<file path="config.mk">
export PLATFORM = sky130hd
export DESIGN_NAME = memory_responder
export DESIGN_NICKNAME = d
export VERILOG_FILES = /design/src/rtl/memory_responder.sv
export SDC_FILE = /design/constraint.sdc
export NUM_CORES = 1
export LEC_CHECK = 0
export CAP_MARGIN = 40
export CORE_UTILIZATION = 55
export DETAILED_ROUTE_END_ITERATION = 6
export PLACE_DENSITY = 0.75
export REMOVE_ABC_BUFFERS = 1
export SLEW_MARGIN = 40
export SYNTH_ARGS = -nofsm -noshare
export SYNTH_HDL_FRONTEND = slang
export SYNTH_SLANG_ARGS = --single-unit
</file>
<file path="constraint.sdc">
create_clock -name clk -period 2.9 [get_ports clk]
set_input_delay 0.58 -clock clk [delete_from_list [all_inputs] [get_ports clk]]
set_output_delay 0.58 -clock clk [all_outputs]
set_load 0.1 [all_outputs]
</file>
<file path="src/rtl/memory_responder.sv">
// Single-port memory responder: self-initialises every word to the inverted
// address after reset, then serves one read or write request per clock.
module memory_responder #(
  parameter int unsigned N = 2
) (
  input  logic              clk,
  input  logic              rst_n,
  input  logic              en,
  input  logic              read_en,
  input  logic [2*N-1:0]    address,
  input  logic [2*N-1:0]    wdata,
  output logic [2*N-1:0]    data,
  output logic              data_valid,
  output logic              wr_ack,
  output logic              ready
);

  localparam int unsigned AW    = 2 * N;
  localparam int unsigned DW    = 2 * N;
  localparam int unsigned DEPTH = 2 ** AW;

  localparam logic [AW-1:0] LastAddr = AW'(DEPTH - 1);

  typedef enum logic [0:0] {
    StInit,
    StIdle
  } state_e;

  state_e          state_q, state_d;
  logic [AW-1:0]   init_addr_q, init_addr_d;

  logic [DW-1:0]   mem [DEPTH];

  logic            mem_we;
  logic [AW-1:0]   mem_waddr;
  logic [DW-1:0]   mem_wdata;

  logic            rd_accept;
  logic            wr_accept;

  // Requests are only honoured once initialisation has finished; anything
  // presented earlier is dropped rather than queued.
  assign ready     = (state_q == StIdle);
  assign rd_accept = ready & en & read_en;
  assign wr_accept = ready & en & ~read_en;

  // State and init-counter registers.
  always_ff @(posedge clk or negedge rst_n) begin
    if (!rst_n) begin
      state_q     <= StInit;
      init_addr_q <= '0;
    end else begin
      state_q     <= state_d;
      init_addr_q <= init_addr_d;
    end
  end

  // Next-state logic and the single memory write port mux (init vs. request).
  always_comb begin
    state_d     = state_q;
    init_addr_d = init_addr_q;
    mem_we      = 1'b0;
    mem_waddr   = address;
    mem_wdata   = wdata;
    unique case (state_q)
      StInit: begin
        mem_we    = 1'b1;
        mem_waddr = init_addr_q;
        mem_wdata = DW'(~init_addr_q);
        if (init_addr_q == LastAddr) begin
          state_d = StIdle;
        end else begin
          init_addr_d = init_addr_q + 1'b1;
        end
      end
      StIdle: begin
        mem_we    = wr_accept;
        mem_waddr = address;
        mem_wdata = wdata;
      end
      default: begin
        state_d     = StInit;
        init_addr_d = '0;
      end
    endcase
  end

  // Storage array; contents are deliberately not reset, the init sweep
  // rewrites every word after each reset.
  always_ff @(posedge clk) begin
    if (mem_we) begin
      mem[mem_waddr] <= mem_wdata;
    end
  end

  // Registered read data and one-cycle response pulses.
  always_ff @(posedge clk or negedge rst_n) begin
    if (!rst_n) begin
      data       <= '0;
      data_valid <= 1'b0;
      wr_ack     <= 1'b0;
    end else begin
      data_valid <= rd_accept;
      wr_ack     <= wr_accept;
      if (rd_accept) begin
        data <= mem[address];
      end
    end
  end

endmodule

</file>
Yosys cells after proc, flatten, opt, wreduce, memory -nomap -nowiden:

Memory sizes are Yosys's and may differ from the RTL's. A register that Yosys moved wholly into a read port is not among the register bits.
Cells that the tools add are included.

* register bits: 7
* memory bits (writable): 64
* input port bits: 12
* output and inout bits: 7
* logic and storage cells: 23
* memories kept: 1

* add/sub/neg operators: 1
* eq/ne operators: 1
* multiplexer cells: 7
* bitwise gates (word level): 7
* reduce and logical (&&, ||, !) cells: 2

Memories
* mem: depth 16, bits a word 4, read ports 1, clocked after Yosys merged registers in 1, wr ports 1, RTL line 32 `logic [DW-1:0] mem [DEPTH];`

Operator list (count)
* 4-bit case mux with 2 select lines: 2
* 4-bit by 1-bit adder with 4-bit output, second input constant: 1
* 4-bit equality test, second input constant: 1
* 1-bit 2-to-1 mux: 4
* 4-bit NOT: 1
* 1-bit bitwise AND: 3
* 1-bit NOT: 3
* 1-bit case mux with 2 select lines: 1
* 2-bit AND reduction: 1
* 1-bit zero test: 1

Longest topological paths before layout:

* word-level depth: 5
* gate-level depth with buffers: 6
* gate-level depth less buffers: 4

Worst setup path before layout:

No wires, ideal clock.

* kind: register -> register
* from: reg state_q (netlist: ready)
* to: mem mem[8][0] (netlist name), enable pin
* setup time: 329 ps
* arrival: 1984 ps
* data required time: 2571 ps
* path slack: 587 ps
* cell stages (with the launch flop): 6
* buffers on the path: 2
* period minus slack after synthesis: 2313 ps
* cells stage by stage: dfrtp_1 -> buf_2 -> buf_2 -> mux2i_1 -> nand2_1 -> nor2_1

* cells in the longest elaborated chain, start to end: 5
* elaborated cells on any way between the ends: 7
* classes of those cells: mux (4); bitwise (3)

RTL lines
* from (decl): RTL line 29 `state_e state_q, state_d;`
* from (signal assigned): RTL line 50 `state_q <= StInit;`
* from (signal assigned): RTL line 53 `state_q <= state_d;`
* 1-bit bitwise AND (2 in series): RTL line 45 `assign wr_accept = ready & en & ~read_en;`
* 1-bit case mux with 2 select lines: RTL line 65 `unique case (state_q)`
* 1-bit 2-to-1 mux: RTL line 91 `if (mem_we) begin`
* 1-bit 2-to-1 mux (not written as such): RTL line 92 `mem[mem_waddr] <= mem_wdata;`
* to (decl): RTL line 32

Several ways; a longest one is shown, not always the timed one.

Final worst setup path:

* from: reg state_q (netlist: ready)
* to: out ready

RTL lines
* to (decl): RTL line 15 `output logic ready`

No word-level cell between the ends.

==> qor.csv <==
stage;metric;value;unit
logic_synthesis;ys_seq_elements;75;
setup_path;path_max_fanout;20;
route;drc;0;
logic_synthesis;synth_warnings;0;
logic_synthesis;synth_top_area_frac;0.615;
floorplanning;start_util;0.571;
setup_path;path_buf_inv;1;
clock_network;cts_buffer_depth;2;
finish;final_common_cell;edfxtp_1;
clock_network;clk_pin_slew;80;ps
finish;final_layout_size_suffix_gt1_frac;0.148;
finish;fin_nets;238;
route;avgViaCountPerCell;6.02;
timing;finClkSkew;9.28;ps
global_routing;grt_remaining_overflow;0;
setup_path;crit_arrival;1490;ps
logic_synthesis;syn_area_per_cell;15.5;um2
power_and_ir_drop;leakage;1.29;nW
global_routing;grt_pass1_vias;1720;
timing;period_share;0.713;
timing;slew_viol_final;0;
finish;area_delta_synth_final;14.3;%
logic_synthesis;netlist_top_cells_area;edfxtp_1, dfrtp_1, mux2i_1;
setup_path;r2r_slack;860;ps
timing;fmax;484;MHz
route;wl_per_cell;20.3;um
logic_synthesis;yosysUniqueCellTypes;35;
floorplanning;die_area;5980;um2
placed_design;port_buffers;18;
run;cap_violations;0;
placed_design;dp_slack;483;ps
placed_design;gp_congestion;0.836;
placed_design;place_inst;286;
route;first_iter_violations;162;
finish;stdcell_count;302;
timing;finalHoldViolations;0;
hold_path;hold_path_end;data[0];
setup_path;path_cells;buf_4;
logic_synthesis;syn_area;3120;um2
clock_network;htree_levels;3;
setup_path;r2r_cells;4;
timing;rsz0062_at_grt;no;
logic_synthesis;synth.largest_area_cell;edfxtp_1;
global_routing;antenna_found_initial;0;
timing;min_period;2070;ps
clock_network;cts_sinks;75;
route;first_pass_iters;5;
clock_network;cts_made_buffers;9;
clock_network;cts_tree;done;
floorplanning;core-area;5470;um2
clock_network;post_cts_resized;0;
hold_path;holdPathStages;2;
floorplanning;placementRows;27;
timing;finalSetupTns;0;ps
global_routing;grt_pass1_wl;9700;um
timing;fin_ws;834;ps
setup_path;worst_r2r_endpoint;mem[11][1];
logic_synthesis;yosysSeqAreaShare;0.704;
floorplanning;die_height;77.4;um
setup_path;critPathKind;flip-flop to primary output;
power_and_ir_drop;vdd_ir_drop_max;368;uV
clock_network;clock_latency;350;ps
clock_network;cts-root-buf;clkbuf_8;
route;detail-route-antenna-nets;0;
setup_path;slowest_stage;dfrtp_1;
logic_synthesis;netlist_instances;201;
route;routed_wirelength;6150;um
route;vias;1817;
setup_path;endpoint_kind;primary output;
global_routing;grt_max_degree;21;
clock_network;ctsHoldBuffers;0;
timing;slew_headroom;0.600;
setup_path;slowest_delay;730;ps
status;status;completed;
setup_path;reg2reg_from;ready;
hold_path;hp-start;data[0];
clock_network;cts_setup_buffers;0;
setup_path;critPathLaunchType;flip-flop;
finish;diodes;0;
power_and_ir_drop;power.density;662;nW/um2
global_routing;track_usage;0.233;
timing;tightest_slew;601;ps
floorplanning;die_w;77.4;um
hold_path;hp-class;flip-flop to flip-flop;
timing;final-setup-viol-count;0;
finish;final_cell_mix;edfxtp_1, mux2i_1, nor2_1;
floorplanning;pin_count;19;
setup_path;required;2320;ps
setup_path;critPathTopFamily;flip-flops;
placed_design;place_hpwl;4200;um
-- how the worst max path moves through the flow --
stage,slack (ps),startpoint,depth (start not counted),to
floorplan,610,ready,4,mem[9][0]
global placement,550,address[0],5,mem[11][1]
detailed placement,480,address[2],4,mem[4][3]
CTS,830,ready,1,ready
global route,680,ready,4,mem[15][3]
finish,830,ready,1,ready
-- stage by stage --
step / hold slack (ps) / power (mW) / area, um2 / util
3_5_place_dp: 499 / 1.44 / 3330 / 0.608
6_report: 506 / 2.36 / 3570 / 0.652
2_1_floorplan: 284 / 1.36 / 3050 / -
4_1_cts: 517 / 2.38 / 3570 / 0.652
3_3_place_gp: 486 / 1.44 / 3330 / 0.608
5_1_grt: 551 / 2.43 / 3570 / 0.652
-- synthesized netlist by cell type (all sizes together) --
library cell,instances
ha,1
a31oi,6
a22oi,11
nand3,3
nand2,10
clkbuf,3
xnor2,1
nor2,22
nor3,2
a21oi,2
a41oi,1
nor3b,1
a32oi,2
a22o,1
o211ai,2
dfrtp,11
nand4,2
inv,6
and2,1
buf,6
mux2i,25
o21ai,4
a21o,3
mux2,3
mux4,4
edfxtp,64
nor2b,2
xor2,1
and3b,1
-- power by group --
| part | switching, mW | internal, mW | leakage (nW) | total, mW |
|---|---|---|---|---|
| combinational | 0.157 | 0.0631 | 0.474 | 0.220 |
| sequential | 0.00841 | 1.19 | 0.693 | 1.20 |
| clock | 0.379 | 0.569 | 0.119 | 0.948 |
| total | 0.544 | 1.82 | 1.29 | 2.36 |
-- cells by family (layout without fill, tap and decap cells) --
family	Yosys count	in the layout	share of synthesized area
muxes	32	32	0.122
AOI/OAI and AO/OA	32	32	0.0725
xor gates and xnor gates	2	2	0.00561
adders and majority gates	1	1	0.00401
and+or+nand+nor	44	44	0.0617
buffers and inverters	15	44	0.0304
DFF	75	75	0.704
-- final cells by class --
| class | count | area [um2] |
|---|---|---|
| Sequential cell | 75 | 2200 |
| Fill cell | 400 | 1900 |
| Multi-Input combinational cell | 111 | 831 |
| Timing Repair Buffer | 22 | 188 |
| Clock buffer | 9 | 124 |
| Clock inverter | 7 | 116 |
| Tap cell | 72 | 90.1 |
| Inverter | 6 | 22.5 |
-- sequential cells by signal, summed over array words and instances, names as in the netlist --
name	flops
wr_ack	1
mem	64
data_valid	1
ready	1
init_addr_q	4
data	4
-- layer usage --
metal | vias to the layer above | global-route usage | routed length [um]
li1 | 821 | - | -
met4 | 0 | 0.102 | 110
met2 | 81 | 0.352 | 2900
met1 | 900 | 0.313 | 2640
met3 | 15 | 0.0706 | 496
met5 | - | 0 | 0
(Power assumes the default switching activity.)
